`src/rtl/aes_pkg.sv`:
```
// Shared AES definitions: block geometry, forward and inverse S-box tables,
// and the state encoding used by the sequential byte-substitution engines.
package aes_pkg;

    localparam int BLOCK_W   = 128;
    localparam int BYTE_W    = 8;
    localparam int NUM_BYTES = 16;

    // Forward S-box, entry 0 in the top byte.
    localparam logic [2047:0] SBOX_TBL = {
        128'h637c777bf26b6fc53001672bfed7ab76,
        128'hca82c97dfa5947f0add4a2af9ca472c0,
        128'hb7fd9326363ff7cc34a5e5f171d83115,
        128'h04c723c31896059a071280e2eb27b275,
        128'h09832c1a1b6e5aa0523bd6b329e32f84,
        128'h53d100ed20fcb15b6acbbe394a4c58cf,
        128'hd0efaafb434d338545f9027f503c9fa8,
        128'h51a3408f929d38f5bcb6da2110fff3d2,
        128'hcd0c13ec5f974417c4a77e3d645d1973,
        128'h60814fdc222a908846eeb814de5e0bdb,
        128'he0323a0a4906245cc2d3ac629195e479,
        128'he7c8376d8dd54ea96c56f4ea657aae08,
        128'hba78252e1ca6b4c6e8dd741f4bbd8b8a,
        128'h703eb5664803f60e613557b986c11d9e,
        128'he1f8981169d98e949b1e87e9ce5528df,
        128'h8ca1890dbfe6426841992d0fb054bb16
    };

    // Inverse S-box, entry 0 in the top byte.
    localparam logic [2047:0] INV_SBOX_TBL = {
        128'h52096ad53036a538bf40a39e81f3d7fb,
        128'h7ce339829b2fff87348e4344c4dee9cb,
        128'h547b9432a6c2233dee4c950b42fac34e,
        128'h082ea16628d924b2765ba2496d8bd125,
        128'h72f8f66486689816d4a45ccc5d65b692,
        128'h6c704850fdedb9da5e154657a78d9d84,
        128'h90d8ab008cbcd30af7e45805b8b34506,
        128'hd02c1e8fca3f0f02c1afbd0301138a6b,
        128'h3a9111414f67dcea97f2cfcef0b4e673,
        128'h96ac7422e7ad3585e2f937e81c75df6e,
        128'h47f11a711d29c5896fb7620eaa18be1b,
        128'hfc563e4bc6d279209adbc0fe78cd5af4,
        128'h1fdda8338807c731b11210592780ec5f,
        128'h60517fa919b54a0d2de57a9f93c99cef,
        128'ha0e03b4dae2af5b0c8ebbb3c83539961,
        128'h172b047eba77d626e169146355210c7d
    };

    typedef enum logic [1:0] {
        IDLE = 2'b00,
        BUSY = 2'b01,
        DONE = 2'b10
    } aes_state_e;

    function automatic logic [BYTE_W-1:0] fwd_sbox(input logic [BYTE_W-1:0] b);
        return SBOX_TBL[11'd2047 - {b, 3'b000} -: BYTE_W];
    endfunction

    function automatic logic [BYTE_W-1:0] inv_sbox(input logic [BYTE_W-1:0] b);
        return INV_SBOX_TBL[11'd2047 - {b, 3'b000} -: BYTE_W];
    endfunction

endpackage

```
`src/rtl/inv_sbox_lut.sv`:
```
// Combinational AES inverse S-box lookup for one byte.
module inv_sbox_lut
    import aes_pkg::*;
(
    input  logic [BYTE_W-1:0] din,
    output logic [BYTE_W-1:0] dout
);

    assign dout = inv_sbox(din);

endmodule

```
`src/rtl/inv_sub_bytes_seq.sv`:
```
// Sequential InvSubBytes: captures a 128-bit state, substitutes
// BYTES_PER_CYCLE bytes per cycle in place, then presents the result
// with a valid/ready handshake.
module inv_sub_bytes_seq
    import aes_pkg::*;
#(
    parameter int BYTES_PER_CYCLE = 4
) (
    input  logic               clk,
    input  logic               rst_n,
    input  logic               in_valid,
    output logic               in_ready,
    input  logic [BLOCK_W-1:0] in_data,
    output logic               out_valid,
    input  logic               out_ready,
    output logic [BLOCK_W-1:0] out_data,
    output logic               busy
);

    localparam int NUM_STEPS = NUM_BYTES / BYTES_PER_CYCLE;
    localparam int STEP_W    = $clog2(NUM_STEPS) + 1;
    localparam logic [STEP_W-1:0] LAST_STEP = STEP_W'(NUM_STEPS - 1);

    if (!(BYTES_PER_CYCLE == 1 || BYTES_PER_CYCLE == 2 || BYTES_PER_CYCLE == 4 ||
          BYTES_PER_CYCLE == 8 || BYTES_PER_CYCLE == 16)) begin : g_bad_bpc
        $error("inv_sub_bytes_seq: BYTES_PER_CYCLE must be 1, 2, 4, 8 or 16");
    end

    aes_state_e         state_r, state_s;
    logic [STEP_W-1:0]  step_r, step_s;
    logic [BLOCK_W-1:0] buf_r, buf_s;
    logic               in_ready_r, out_valid_r, busy_r;

    logic [3:0]         base_s;
    logic [BYTE_W-1:0]  cur_bytes_s [NUM_BYTES];
    logic [BYTE_W-1:0]  sub_bytes_s [NUM_BYTES];
    logic [BLOCK_W-1:0] sub_block_s;
    logic [BYTE_W-1:0]  lut_in_s    [BYTES_PER_CYCLE];
    logic [BYTE_W-1:0]  lut_out_s   [BYTES_PER_CYCLE];

    // Byte view of the buffer; byte 0 is the most significant byte.
    for (genvar k = 0; k < NUM_BYTES; k++) begin : g_bytes
        assign cur_bytes_s[k] = buf_r[BLOCK_W-1-BYTE_W*k -: BYTE_W];
        assign sub_block_s[BLOCK_W-1-BYTE_W*k -: BYTE_W] = sub_bytes_s[k];
    end

    // First byte index handled in the current step.
    always_comb begin
        base_s = 4'(32'(step_r) * BYTES_PER_CYCLE);
    end

    for (genvar i = 0; i < BYTES_PER_CYCLE; i++) begin : g_lut
        assign lut_in_s[i] = cur_bytes_s[base_s + 4'(i)];
        inv_sbox_lut u_lut (
            .din  (lut_in_s[i]),
            .dout (lut_out_s[i])
        );
    end

    // Buffer image with the current step's bytes replaced by their inverse.
    always_comb begin
        for (int k = 0; k < NUM_BYTES; k++) begin
            sub_bytes_s[k] = cur_bytes_s[k];
        end
        for (int i = 0; i < BYTES_PER_CYCLE; i++) begin
            sub_bytes_s[base_s + 4'(i)] = lut_out_s[i];
        end
    end

    // Next-state, counter and buffer update logic.
    always_comb begin
        state_s = state_r;
        step_s  = step_r;
        buf_s   = buf_r;
        case (state_r)
            IDLE: begin
                if (in_valid) begin
                    buf_s   = in_data;
                    step_s  = '0;
                    state_s = BUSY;
                end else begin
                    state_s = IDLE;
                end
            end
            BUSY: begin
                buf_s  = sub_block_s;
                step_s = step_r + STEP_W'(1);
                if (step_r == LAST_STEP) begin
                    state_s = DONE;
                end else begin
                    state_s = BUSY;
                end
            end
            DONE: begin
                if (out_ready) begin
                    state_s = IDLE;
                end else begin
                    state_s = DONE;
                end
            end
            default: begin
                state_s = IDLE;
                step_s  = '0;
            end
        endcase
    end

    // State, datapath and registered handshake outputs.
    always_ff @(posedge clk or negedge rst_n) begin
        if (!rst_n) begin
            state_r     <= IDLE;
            step_r      <= '0;
            buf_r       <= '0;
            in_ready_r  <= 1'b1;
            out_valid_r <= 1'b0;
            busy_r      <= 1'b0;
        end else begin
            state_r     <= state_s;
            step_r      <= step_s;
            buf_r       <= buf_s;
            in_ready_r  <= (state_s == IDLE);
            out_valid_r <= (state_s == DONE);
            busy_r      <= (state_s != IDLE);
        end
    end

    assign in_ready  = in_ready_r;
    assign out_valid = out_valid_r;
    assign out_data  = buf_r;
    assign busy      = busy_r;

endmodule

```
`config.mk`:
```
export PLATFORM = sky130hd
export DESIGN_NAME = inv_sub_bytes_seq
export DESIGN_NICKNAME = d
export VERILOG_FILES = /design/src/rtl/aes_pkg.sv /design/src/rtl/inv_sbox_lut.sv /design/src/rtl/inv_sub_bytes_seq.sv
export SDC_FILE = /design/constraint.sdc
export NUM_CORES = 1
export LEC_CHECK = 0
export BUFFER_PORTS_ARGS = -buffer_cell sky130_fd_sc_hd__clkbuf_2
export CORE_MARGIN = 8
export CORE_UTILIZATION = 45
export CTS_CLUSTER_DIAMETER = 60
export DETAILED_ROUTE_END_ITERATION = 16
export PLACE_DENSITY = 0.67
export SYNTH_ARGS = -nofsm -noshare
export SYNTH_HDL_FRONTEND = slang
export SYNTH_HIERARCHICAL = 1
export SYNTH_SLANG_ARGS = --single-unit
```
`constraint.sdc`:
```
create_clock -name clk -period 4.7 [get_ports clk]
set_input_delay 0.94 -clock clk [delete_from_list [all_inputs] [get_ports clk]]
set_output_delay 0.94 -clock clk [all_outputs]
set_load 0.005 [all_outputs]
```
==> run_results.csv <==
group,metric,value,unit
status,status,"completed",
sta,finalSetupTns,0,ps
layout,diodes,0,
clocking,cts_setup_buffers,0,
yosys,syn_nets,2843,
clocking,htree_levels,4,
die,fp-row-count,78,
layout,final_cell_mix,"clkbuf_2 (261), a21oi_1 (245), a21o_1 (172)",
setup_path,endpoint_kind,"flop",
sta,drv_slew,0,
clocking,insertion_delay,490,ps
die,die_w,230,µm
placement,portBuffers,262,
route,wl,106000,µm
yosys,synthArstFlopShare,100,%
die,ios,263,
setup_path,path_class,"flop to flop",
placement,dp_hpwl,76100,µm
route,wl_per_cell,31.7,µm
grt,grt_usage,37.9,%
min_path,hold_class,"primary input to async pin",
clocking,cts_sinks,136,
grt,grt_pass1_vias,23467,
sta,hold_slack,461,ps
clocking,cts_tree,"yes",
die,die_h,230,µm
yosys,seq_area_frac_synth,16.6,%
grt,grt_max_degree,138,
route,final_antenna_net_count,0,
route,vias,25283,
layout,fin_util,50.2,%
yosys,netlist_instances,2626,
flow_run,maxCapViolCount,0,
route,drt_iter0_drc,4690,
sta,fmax,220,MHz
clocking,clockRootBuffer,"clkbuf_16",
layout,layoutNonFillerInstCount,3352,
placement,place_congestion,1.03,
setup_path,start_kind,"flop",
die,start_util,45.4,%
yosys,synth_edf_count,0,
grt,grt_pass1_wl,156000,µm
grt,antenna_found_initial,1,
yosys,synth_cell_types,79,
sta,maxSlewHeadroom,19.5,%
setup_path,crit_arrival,4970,ps
clocking,clk_path_buf_depth,2,
route,drt-vias-per-instance,7.54,
clocking,cts_resized,0,
sta,finalHoldViolations,0,
route,first_pass_iters,7,
clocking,ctsHoldBuffers,0,
die,dieArea,52700,µm²
setup_path,crit_fanout,28,
layout,layout.nets,2957,
grt,grt_overflow_total,0,
placement,dp_cells,3320,
layout,drive_gt1_share,20.3,%
sta,finalClockSkew,15.1,ps
yosys,yosysWarnings,6,
sta,finalCritPeriodShare,96.7,%
setup_path,cp.required,5120,ps
layout,syn2layout_area_growth,10.7,%
sta,period_minus_slack,4550,ps
layout,final_common_cell,"clkbuf_2",
die,coreArea,45200,µm²
clocking,clk_pin_slew_worst_paths,70,ps
yosys,synth_area_per_cell,7.81,µm²
route,route.detailed.drc,0,
sta,setup_viol,0,
sta,rsz0062_at_grt,"false",
yosys,synth_top_flop_cell,"dfrtp_1",
yosys,synth-seq-cells,136,
sta,worstMarginPinSlew,1200,ps
clocking,cts_made_buffers,17,
layout,nFillCells,4431,
yosys,syn_area,20500,µm²
==> cell type report <==
| class | count | area [µm²] | share of cell area (%) |
|---|---|---|---|
| Clock buffer | 19 | 453 | 1.99 |
| Multi-Input combinational cell | 2151 | 15300 | 67.4 |
| Tap cell | 600 | 751 | 3.31 |
| Inverter | 44 | 165 | 0.727 |
| Timing Repair Buffer | 390 | 2470 | 10.9 |
| Clock inverter | 12 | 166 | 0.733 |
| Sequential cell | 136 | 3410 | 15.0 |
==> Yosys cell counts, types with 44 or more instances <==
library cell | n | area, µm²
clkbuf_1 | 77 | 289
nor2_1 | 140 | 526
a31oi_1 | 52 | 325
buf_2 | 137 | 686
nor2b_1 | 72 | 450
nor3_1 | 64 | 320
a211oi_1 | 60 | 450
dfrtp_1 | 135 | 3380
ha_1 | 85 | 1060
a21oi_1 | 245 | 1230
nand2_1 | 158 | 593
mux4_2 | 44 | 991
a311oi_1 | 60 | 526
a21o_1 | 172 | 1290
nand3_1 | 89 | 445
a22o_1 | 144 | 1260
o21ai_0 | 148 | 741
buf_4 | 50 | 375
nand2b_1 | 85 | 532
==> worst paths after layout <==
path / start / to / slack (ps) / cells after the start
max: step_r[1] / out_data[127] / 150 / 11
min: rst_n / out_data[106] / 460 / 1
max reg2reg: step_r[1] / out_data[127] / 150 / 11
min reg2reg: out_data[101] / out_data[101] / 500 / 1
max in group asynchronous: rst_n / out_data[23] / 3180 / 2
min in group clk: out_data[101] / out_data[101] / 500 / 1
==> critical path: stages, from the launching register on <==
cell,delay (ps)
dfrtp_2,730
buf_4,410
mux4_2,260
buf_4,370
ha_1,590
nand2b_1,460
and3_1,240
a311oi_1,60
o311a_1,370
o32ai_1,620
a22o_1,250
a21o_1,90
==> cells by family after synthesis <==
logic type	after synthesis	share of synthesized area (%)
buffers and inverters	340	9.22
and+or+nand+nor	761	19.3
AOI/OAI and AO/OA	1216	42.4
adders and majority gates	85	5.18
DFF	136	16.6
xor gates and xnor gates	8	0.708
muxes	80	6.66
==> metal layers <==
metal  routed length [µm]  share of wire (%)  track usage [%]
met5                   13              0.012                0
met4                 6280                5.9             19.7
met3                14000                 13             10.1
met2                46300                 44             57.7
met1                39600                 37             48.8
==> per-stage QoR <==
| stage | setup slack (ps) | instance area, µm² |
|---|---|---|
| 2_1_floorplan | 782 | 20500 |
| 3_3_place_gp | 318 | 22100 |
| 3_5_place_dp | 308 | 22100 |
| 4_1_cts | 289 | 22700 |
| 5_1_grt | 28.9 | 22700 |
| 6_report | 153 | 22700 |
==> state kept, by name (all words and copies together), names as in the netlist <==
register / cells
in_ready: 1
out_data: 128
busy: 1
out_valid: 1
step_r: 3
state_r: 2
Power is left out: the tool's default activity adds up to more than one toggle a clock period on the data nets, which glitch-free logic cannot reach.
